[config.mk]
export PLATFORM = sky130hd
export DESIGN_NAME = mem_wb_skid_stage
export DESIGN_NICKNAME = d
export VERILOG_FILES = /design/src/rtl/mem_wb_skid_stage.sv
export SDC_FILE = /design/constraint.sdc
export NUM_CORES = 1
export LEC_CHECK = 0
export CORE_MARGIN = 2
export CORE_UTILIZATION = 40
export DETAILED_ROUTE_END_ITERATION = 12
export DONT_BUFFER_PORTS = 1
export SETUP_SLACK_MARGIN = 0.05
export SYNTH_ARGS = -nofsm -noshare
export SYNTH_HDL_FRONTEND = slang
export SYNTH_SLANG_ARGS = --single-unit
[constraint.sdc]
create_clock -name clk -period 2.82 [get_ports clk]
set_clock_uncertainty 0.2 [all_clocks]
set_input_delay 0.564 -clock clk [delete_from_list [all_inputs] [get_ports clk]]
set_output_delay 0.564 -clock clk [all_outputs]
set_load 0.005 [all_outputs]
[src/rtl/mem_wb_skid_stage.sv]
// MEM->WB pipeline register with a valid/ready handshake and a 2-entry skid buffer.
// Provides backpressure, synchronous flush, r0 write suppression, forwarding tap and a bubble counter.
module mem_wb_skid_stage #(
    parameter int DATA_W           = 16,
    parameter int RD_W             = 3,
    parameter int ZERO_REG_DISCARD = 1,
    parameter int CNT_W            = 16
) (
    input  logic              clk,
    input  logic              rst,
    input  logic              flush,
    input  logic              in_valid,
    output logic              in_ready,
    input  logic [DATA_W-1:0] in_data,
    input  logic [RD_W-1:0]   in_rd,
    input  logic              in_reg_write,
    output logic              out_valid,
    input  logic              out_ready,
    output logic [DATA_W-1:0] out_data,
    output logic [RD_W-1:0]   out_rd,
    output logic              out_reg_write,
    output logic              fwd_valid,
    output logic [1:0]        occupancy,
    output logic [CNT_W-1:0]  bubble_cnt
);

    typedef enum logic [1:0] {
        S_EMPTY = 2'd0,
        S_ONE   = 2'd1,
        S_FULL  = 2'd2
    } state_t;

    state_t             r_state;
    logic [DATA_W-1:0]  r_main_data;
    logic [RD_W-1:0]    r_main_rd;
    logic               r_main_we;
    logic [DATA_W-1:0]  r_skid_data;
    logic [RD_W-1:0]    r_skid_rd;
    logic               r_skid_we;
    logic [CNT_W-1:0]   r_bubble_cnt;

    logic w_in_fire;
    logic w_out_fire;
    logic w_in_we;

    // Skid is occupied exactly in FULL, so readiness depends only on registered state.
    assign in_ready      = (r_state != S_FULL) & ~rst;
    assign out_valid     = (r_state != S_EMPTY);
    assign out_data      = r_main_data;
    assign out_rd        = r_main_rd;
    assign out_reg_write = r_main_we & out_valid;
    assign fwd_valid     = out_reg_write;
    assign occupancy     = r_state;
    assign bubble_cnt    = r_bubble_cnt;

    assign w_in_fire  = in_valid & in_ready;
    assign w_out_fire = out_valid & out_ready;
    assign w_in_we    = in_reg_write & ~((ZERO_REG_DISCARD != 0) && (in_rd == '0));

    always_ff @(posedge clk) begin
        if (rst) begin
            r_state     <= S_EMPTY;
            r_main_data <= '0;
            r_main_rd   <= '0;
            r_main_we   <= 1'b0;
            r_skid_data <= '0;
            r_skid_rd   <= '0;
            r_skid_we   <= 1'b0;
        end else if (flush) begin
            // Held data/rd stay visible; only the beat validity is killed.
            r_state     <= S_EMPTY;
            r_main_we   <= 1'b0;
            r_skid_data <= '0;
            r_skid_rd   <= '0;
            r_skid_we   <= 1'b0;
        end else begin
            case (r_state)
                S_EMPTY: begin
                    if (w_in_fire) begin
                        r_state     <= S_ONE;
                        r_main_data <= in_data;
                        r_main_rd   <= in_rd;
                        r_main_we   <= w_in_we;
                    end
                end
                S_ONE: begin
                    if (w_in_fire && w_out_fire) begin
                        r_main_data <= in_data;
                        r_main_rd   <= in_rd;
                        r_main_we   <= w_in_we;
                    end else if (w_out_fire) begin
                        r_state   <= S_EMPTY;
                        r_main_we <= 1'b0;
                    end else if (w_in_fire) begin
                        r_state     <= S_FULL;
                        r_skid_data <= in_data;
                        r_skid_rd   <= in_rd;
                        r_skid_we   <= w_in_we;
                    end
                end
                S_FULL: begin
                    if (w_out_fire) begin
                        r_state     <= S_ONE;
                        r_main_data <= r_skid_data;
                        r_main_rd   <= r_skid_rd;
                        r_main_we   <= r_skid_we;
                        r_skid_we   <= 1'b0;
                    end
                end
                default: r_state <= S_EMPTY;
            endcase
        end
    end

    always_ff @(posedge clk) begin
        if (rst) begin
            r_bubble_cnt <= '0;
        end else if (out_ready && !out_valid && (r_bubble_cnt != '1)) begin
            r_bubble_cnt <= r_bubble_cnt + CNT_W'(1);
        end
    end

endmodule

# Yosys cells after proc, flatten, opt, wreduce, memory -nomap -nowiden
# Index checks and enable logic that the tools add are counted.
# totals
reg_bits	58
out_inout_bits	41
wordCells	68
# op_classes
addsub	1
n_eq_ne	12
mux	22
bitwise	10
reduce_logical	15
# ops
operator	count
$mux 16	3
$pmux 16 s3	1
$add 16x1->16 const B	1
$ne 16x16->1 const B	1
$ne 2x2->1 const B	7
$reduce_and 4->1	3
$mux 2	5
$reduce_and 5->1	2
$mux 3	3
$pmux 3 s3	1
$mux 1	6
$ne 3x3->1 const B	2
$pmux 2 s3	1
$and 1x1->1	5
$not 1->1	5
$reduce_bool 2->1	2
$logic_and 1x1->1	3
$logic_not 3->1	1
$pmux 1 s3	1
$reduce_bool 3->1	1
$eq 2x1->1 const B	1
$eq 2x2->1 const B	1
$logic_not 2->1	1
$pmux 1 s2	1
2 further kinds	2

# Logic depth before layout (Yosys ltp)
# Gate-level depths: netlist (run 1).
# logic_depth
depth_word	7
mapped_depth	9
mapped_depth_nobuf	6

# Worst setup path before layout (run 1)
# No wires, ideal clock.
# synth_path
kind	input port to output port
start	in rst
end	out in_ready
t_arrival_ns	1.412
required_ns	2.056
slack_ns	0.644
stages	4
path_cell_list	buf_2 > buf_1 > clkbuf_1 > nor2_1
# synth_via
elab_chain_cells	2
# synth_rtl
item	line_no	source
start, declared	10	input logic rst,
$not 1->1	47	assign in_ready = (r_state != S_FULL) & ~rst;
$and 1x1->1	47	
end, declared	13	output logic in_ready,
# Every way passes these cells.

# Worst setup path after layout (run 1)
# layout_path
start	reg r_state[1] (netlist: occupancy[1])
end	reg r_skid_we
# layout_via
elab_chain_cells	6
elab_cells_between_ends	15
# layout_rtl
item	line_no	source
start, declared	33	state_t r_state;
start signal, assigned	62	r_state <= S_EMPTY;
start signal, assigned	71	r_state <= S_EMPTY;
start signal, assigned	80	r_state <= S_ONE;
$ne 2x2->1	47	
$and 1x1->1	47	
$and 1x1->1	56	assign w_in_fire = in_valid & in_ready;
$logic_and 1x1->1	87	if (w_in_fire && w_out_fire) begin
$ne 2x2->1 (no source line)	--	
$reduce_and 5->1 (no source line)	--	
end signal, assigned	98	r_skid_we <= w_in_we;
end, declared	39	logic r_skid_we;
# Several ways; a longest one is shown, not always the timed one.
# A chain may end at the register's enable or synchronous reset.

==> metrics.yaml, run 1 <==
rows: 30
comb_power_share: 0.074
power.switching_fraction: 0.234
cts.reportedPaths.clkPinSlew_ns: 0.06
synth.distinct_cells: 44
holdCritPathClass: "in -> reg"
setup_repair_after_global_routing_missed_its_margin: "false"
clockBufferDepth: 2
avgViaCountPerCell: 5.57
path_cells: "inv_1 -> ha_1 -> nor2b_1 -> and3_1 -> o21ai_0 -> a31o_2"
ys_seq_elements: 58
setup.worst_path.start_class: "flop"
seq_power_share: 0.496
start_util: 0.417
floorplan.die.width_um: 88.4
insertedDiodeCount: 0
maxClockFrequency_mhz: 406
timing.slew.headroom: 0.483
floorplan.io_pins: 66
h_tree_depth: 3
route.antenna.remaining_nets: 0
p_per_area_nw_per_um2: 565
asyncSetResetFlopFracSynth: 0
largest_net_degree_at_the_start_of_global_routing: 48
tritoncts_num_sinks: 58
synth_top_area_frac: 0.408
synth_area_um2: 2850
cts_buffers: 9
avgRoutedWirePerCell_um: 15.7
cts-root-buf: "clkbuf_8"
synth-edff-count: 0
layout.core_utilization: 0.454
hold_slack_ns: 0.101
leading_cell_types_by_total_area_after_synthesis: "dfxtp_1 (41%), a21oi_1 (8.3%), mux2i_1 (6.7%), nand2_1 (5.9%), a211oi_2 (4.8%)"
worst_r2r_startpoint: "occupancy[1]"
ys_seq_area_frac: 0.408
cp-end-kind: "flop"
synthSimpleGateAreaFrac: 0.215
report.final.hold_viol_count: 0
setup_total_negative_slack_ns: 0
global_route.overflow_total: 0
synth_compound_gate_area_share: 0.211
critical_path_arrival_ns: 2.49
syn_nets: 355
yosys.area_share.adder: 0.0220
placed_cell_area_um2: 2910
layout-drive-gt1-share: 0.148
dp_hpwl_um: 4430
die_h_um: 88.4
p_int_mw: 1.34
outcome: "complete, no violations"
placedCellCount: 406
tritoncts: "done"
yosys.area_share.xor_xnor: 0
post-route-min-period_ns: 2.46
maxSlewViolCount: 0
critPathKind: "reg -> reg"
vias: 2339
grt_first_pass_wirelength_um: 10900
net_switching_component_of_the_power_mw: 0.410
min_from: "rst"
synth_area_per_cell_um2: 8.76
setup-violations-final: 0
critical_path.startpoint: "occupancy[1]"
cellLeakagePower_nw: 1.00
post_synth_inst_count: 325
crit_slowest_cell: "and3_1"
clkLatencyLatePin_ns: 0.33
period_share: 0.874
replace_congestion: 0.807
first_global_vias: 2301
post_synth_mux_area_share: 0.0866
dieArea_um2: 7810
grt_use_total: 0.178
layout.cell_area.non_filler_um2: 3100
flow.area_growth_from_synthesis_pct: 8.97
port_buffers: 0
grt_antenna_before_repair: 0
cp_data_required_time_ns: 2.84
share_clk_of_total_power: 0.430
detail_route.iter0.violations: 76
synthesis.yosys.warnings: 0
finalWirelength_um: 6610
cts_hold_buffers: 0
instances_no_fill: 420
yosys.area.top_type: "dfxtp_1"
post-cts-setup-buffers: 0
cts_resized: 0
ys_dominant_reg_cell: "dfxtp_1"
ir_worst_vdd_v: 0.000387
drtPass1Iterations: 4
worst_path_largest_cell_delay_ns: 0.69
drv_cap: 0
nNetsFinal: 351
combinational_family_with_the_most_area_after_synthesis: "simple AND/OR/NAND/NOR gates"
critical_path_peak_fanout: 20
worst_margin_pin_slew_ns: 0.776
core_region_area_um2: 6830
drc: 0
-- state kept, by name, summed over array words and instances, names as in the netlist --
register / count
r_skid_we: 1
r_skid_data: 16
out_data: 16
out_rd: 3
occupancy: 2
r_skid_rd: 3
bubble_cnt: 16
r_main_we: 1
-- layout by cell type (no fill, tap or decap), types with 2 or more instances in the layout --
cell      instances
o21ai_0           6
clkinv_2          2
a211oi_2         11
a31o_2            2
a211oi_1         10
or3_1             2
and3_1            3
ha_1              5
and4_1            2
mux2_2            5
mux2i_1          19
a21oi_1          47
nand2b_1          3
nor4_1            5
inv_1             9
nand3_1           7
a21o_1            2
o41ai_1           3
or4_1             3
nand4_1           6
nor3b_1           2
nor3_1            6
dfxtp_1          58
o31ai_1           3
nand2_1          45
buf_4            10
nor2_1           13
nor2b_1          10
clkbuf_8         11
-- power by group through the flow --
stage	clock [mW]	combinational, mW	sequential [mW]
final	0.753	0.130	0.869
after global routing	0.817	0.147	0.872
after CTS	0.786	0.132	0.869
after detailed placement	0	0.131	0.887
after global placement	0	0.128	0.887
after floorplan	0	0.118	0.880
-- per-stage QoR --
step           total power [mW]  setup WS, ns
3_3_place_gp               1.02         0.437
4_1_cts                    1.79         0.322
2_1_floorplan             0.998         0.644
5_1_grt                    1.84         0.144
3_5_place_dp               1.02         0.322
6_report                   1.75         0.356
-- Yosys cell counts, drive strengths merged, types with 3 or more instances --
| cell | number |
|---|---|
| a211oi | 21 |
| a21oi | 47 |
| and3 | 3 |
| buf | 14 |
| clkbuf | 11 |
| dfxtp | 58 |
| ha | 5 |
| inv | 9 |
| mux2 | 5 |
| mux2i | 19 |
| nand2 | 45 |
| nand2b | 3 |
| nand3 | 8 |
| nand4 | 7 |
| nor2 | 13 |
| nor2b | 10 |
| nor3 | 6 |
| nor4 | 6 |
| o21ai | 6 |
| o31ai | 3 |
| o41ai | 3 |
| or3 | 3 |
| or4 | 4 |
-- critical path, delay by kind of cell, from the launching register on --
family / cells / cell delay (ns)
flops: 1 / 0.36
fa+ha+maj: 1 / 0.28
simple gates: 2 / 0.93
compound gates: 2 / 0.48
buf+inv: 1 / 0.10
-- cell families after synthesis --
logic type      Yosys count
simple gates            115
compound gates           89
flops                    58
buf+inv                  34
mux                      24
fa+ha+maj                 5
-- layer usage --
| layer | global-route usage | up-vias | share of wire |
|---|---|---|---|
| li1 | - | 1164 | - |
| met1 | 0.200 | 1109 | 0.42 |
| met2 | 0.303 | 62 | 0.49 |
| met3 | 0.0830 | 4 | 0.080 |
| met4 | 0.0523 | 0 | 0.0080 |
| met5 | 0 | - | 0 |
-- layout make-up --
type,count,area (um^2)
multi-input cells,233,1520
fillers,712,3730
clock inverters,3,40.0
inverters,9,33.8
repair buffers,10,75.1
well taps,96,120
flip-flops and latches,58,1160
clock buffers,11,151
-- worst paths after layout --
check                     to  slack [ns]  cells past startpoint
min reg2reg  r_skid_data[11]        0.25                      2
max                r_skid_we        0.36                      6
max reg2reg        r_skid_we        0.36                      6
min            bubble_cnt[4]        0.10                      1
(Power assumes the default switching activity.)
==> run 2, diff against run 1 <==
--- a/config.mk
+++ b/config.mk
@@ -9,6 +9,7 @@
 export CORE_UTILIZATION = 40
 export DETAILED_ROUTE_END_ITERATION = 12
 export DONT_BUFFER_PORTS = 1
+export GPL_TIMING_DRIVEN = 1
 export SETUP_SLACK_MARGIN = 0.05
 export SYNTH_ARGS = -nofsm -noshare
 export SYNTH_HDL_FRONTEND = slang
==> constraint.sdc (replaced) <==
create_clock -name clk -period 2.3 [get_ports clk]
set_clock_uncertainty 0.2 [all_clocks]
set_input_delay 0.46 -clock clk [delete_from_list [all_inputs] [get_ports clk]]
set_output_delay 0.46 -clock clk [all_outputs]
set_load 0.005 [all_outputs]
==> metrics.yaml, run 2 (same netlist as run 1, synthesis figures left out) <==
p_per_area_nw_per_um2: 684  # was 565 nW/um^2
cp_data_required_time_ns: 2.35  # was 2.84 ns
flow.area_growth_from_synthesis_pct: 20.0  # was 8.97%
global_route.overflow_total: 0  # unchanged
floorplan.io_pins: 66  # unchanged
first_global_vias: 2320  # was 2301
grt_first_pass_wirelength_um: 11300  # was 10900 um
maxSlewViolCount: 0  # unchanged
instances_no_fill: 444  # was 420
avgViaCountPerCell: 5.52  # was 5.57
finalWirelength_um: 7240  # was 6610 um
report.power.total_mw: 2.34  # was 1.75 mW
num-fill-cells: 670  # was 712
replace_congestion: 0.767  # was 0.807
path_cells: "buf_4 -> ha_1 -> or3b_4 -> a211oi_4 -> buf_6 -> buf_8 -> a21oi_1 -> a211oi_1"  # was inv_1 -> ha_1 -> nor2b_1 -> and3_1 -> o21ai_0 -> a31o_2
critical_path_arrival_ns: 2.23  # was 2.49 ns
ir_worst_vdd_v: 0.000365  # was 0.000387 V
cts-root-buf: "clkbuf_8"  # unchanged
grt_antenna_before_repair: 0  # unchanged
crit_slowest_cell: "or3b_4"  # was and3_1
cp-end-kind: "flop"  # unchanged
worst_margin_pin_slew_ns: 0.469  # was 0.776 ns
report.final.hold_viol_count: 0  # unchanged
route.antenna.remaining_nets: 0  # unchanged
outcome: "complete, no violations"  # unchanged
nNetsFinal: 373  # was 351
seq_power_share: 0.454  # was 0.496
largest_net_degree_at_the_start_of_global_routing: 29  # was 48
maxClockFrequency_mhz: 460  # was 406 MHz
use_met1: 0.225  # was 0.200
insertedDiodeCount: 0  # unchanged
start_util: 0.417  # unchanged
layout-drive-gt1-share: 0.221  # was 0.148
clkLatencyLatePin_ns: 0.33  # about the same
multi_input_area_um2: 1550  # was 1520 um^2
cts_buffers: 9  # unchanged
globalRouteMet3Util: 0.0737  # was 0.0830
core_region_area_um2: 6830  # unchanged
floorplan.die.width_um: 88.4  # unchanged
placedCellCount: 421  # was 406
post-route-min-period_ns: 2.17  # was 2.46 ns
setup.worst_path.start_class: "flop"  # unchanged
tritoncts: "done"  # unchanged
p_int_mw: 1.77  # was 1.34 mW
critical_path.n_buffers_inverters: 3  # was 1
worst_path_largest_cell_delay_ns: 0.39  # was 0.69 ns
area.sequential_um2: 1160  # unchanged
critPathKind: "reg -> reg"  # unchanged
drtPass1Iterations: 4  # unchanged
cts.reportedPaths.clkPinSlew_ns: 0.07  # was 0.06 ns
dp_hpwl_um: 4670  # was 4430 um
most-common-layout-cells: "dfxtp_1 (58), a21oi_1 (47), nand2_1 (45), buf_4 (23), mux2i_1 (19)"  # was dfxtp_1 (58), a21oi_1 (47), nand2_1 (45), mux2i_1 (19), nor2_1 (13)
cellLeakagePower_nw: 1.16  # was 1.00 nW
grt_use_total: 0.186  # was 0.178
holdCritPathClass: "in -> reg"  # unchanged
die_h_um: 88.4  # unchanged
setup_total_negative_slack_ns: 0  # unchanged
power.switching_fraction: 0.241  # was 0.234
layout.cell_area.non_filler_um2: 3420  # was 3100 um^2
placed_cell_area_um2: 3050  # was 2910 um^2
period_share: 0.946  # was 0.874
port_buffers: 0  # unchanged
share_clk_of_total_power: 0.450  # was 0.430
tritoncts_num_sinks: 58  # unchanged
critical_path_peak_fanout: 9  # was 20
drv_cap: 0  # unchanged
drc: 0  # unchanged
clockBufferDepth: 2  # unchanged
comb_power_share: 0.096  # was 0.074
setup-violations-final: 0  # unchanged
timing.slew.headroom: 0.684  # was 0.483
critical_path.top_delay_family: "compound AO/OA/AOI/OAI gates"  # was simple AND/OR/NAND/NOR gates
avgRoutedWirePerCell_um: 16.3  # was 15.7 um
detail_route.iter0.violations: 44  # was 76
globalRouteMet2Util: 0.308  # was 0.303
dieArea_um2: 7810  # unchanged
mostFrequentLayoutCell: "dfxtp_1"  # unchanged
globalRoute.busiestLayer: "met2"  # unchanged
h_tree_depth: 3  # unchanged
layout.core_utilization: 0.500  # was 0.454
rows: 30  # unchanged
net_switching_component_of_the_power_mw: 0.563  # was 0.410 mW
vias: 2449  # was 2339
setup_repair_after_global_routing_missed_its_margin: "false"  # unchanged
-- run 2: path summary, 6_finish.rpt --
kind,start,endpoint,slack [ns],cells past startpoint
min reg2reg,r_skid_data[11],r_skid_data[11],0.25,2
min,rst,bubble_cnt[1],0.03,1
max reg2reg,occupancy[0],out_data[10],0.13,8
max,occupancy[0],out_data[10],0.13,8
-- run 2: cell type report --
type | count | area share
timing repair buffer | 32 | 0.0971
inverter | 9 | 0.00989
multi-input combinational | 233 | 0.454
sequential | 58 | 0.340
tap | 96 | 0.0352
clock inverter | 5 | 0.0227
clock buffer | 11 | 0.0414
-- run 2: per-layer routing --
metal | part of all wire | vias to the layer above
met5 | 0 | -
met4 | 0.0080 | 0
met3 | 0.065 | 9
met2 | 0.49 | 59
met1 | 0.43 | 1170
li1 | - | 1211
-- run 2: metrics by stage --
step / setup slack, ns / hold WS (ns)
floorplan: 0.134 / 0.236
global placement: 0.204 / 0.241
detailed placement: 0.138 / 0.246
CTS: 0.0948 / 0.00843
global route: 0.0382 / 0.00312
finish: 0.125 / 0.0257
-- run 2: repair_timing --
action,CTS,global route
resized for setup,0,15
setup endpoints to repair,0,19
endpoints found under the hold margin,28,0
hold buffers,1,0
setup buffers,0,2
-- run 2: power by group through the flow --
| stage | Sequential (mW) | Clock (mW) | Combinational [mW] |
|---|---|---|---|
| after global routing | 1.06 | 1.12 | 0.247 |
| after floorplan | 1.08 | 0 | 0.145 |
| final | 1.06 | 1.05 | 0.224 |
| after detailed placement | 1.08 | 0 | 0.180 |
| after CTS | 1.06 | 1.08 | 0.194 |
| after global placement | 1.08 | 0 | 0.175 |
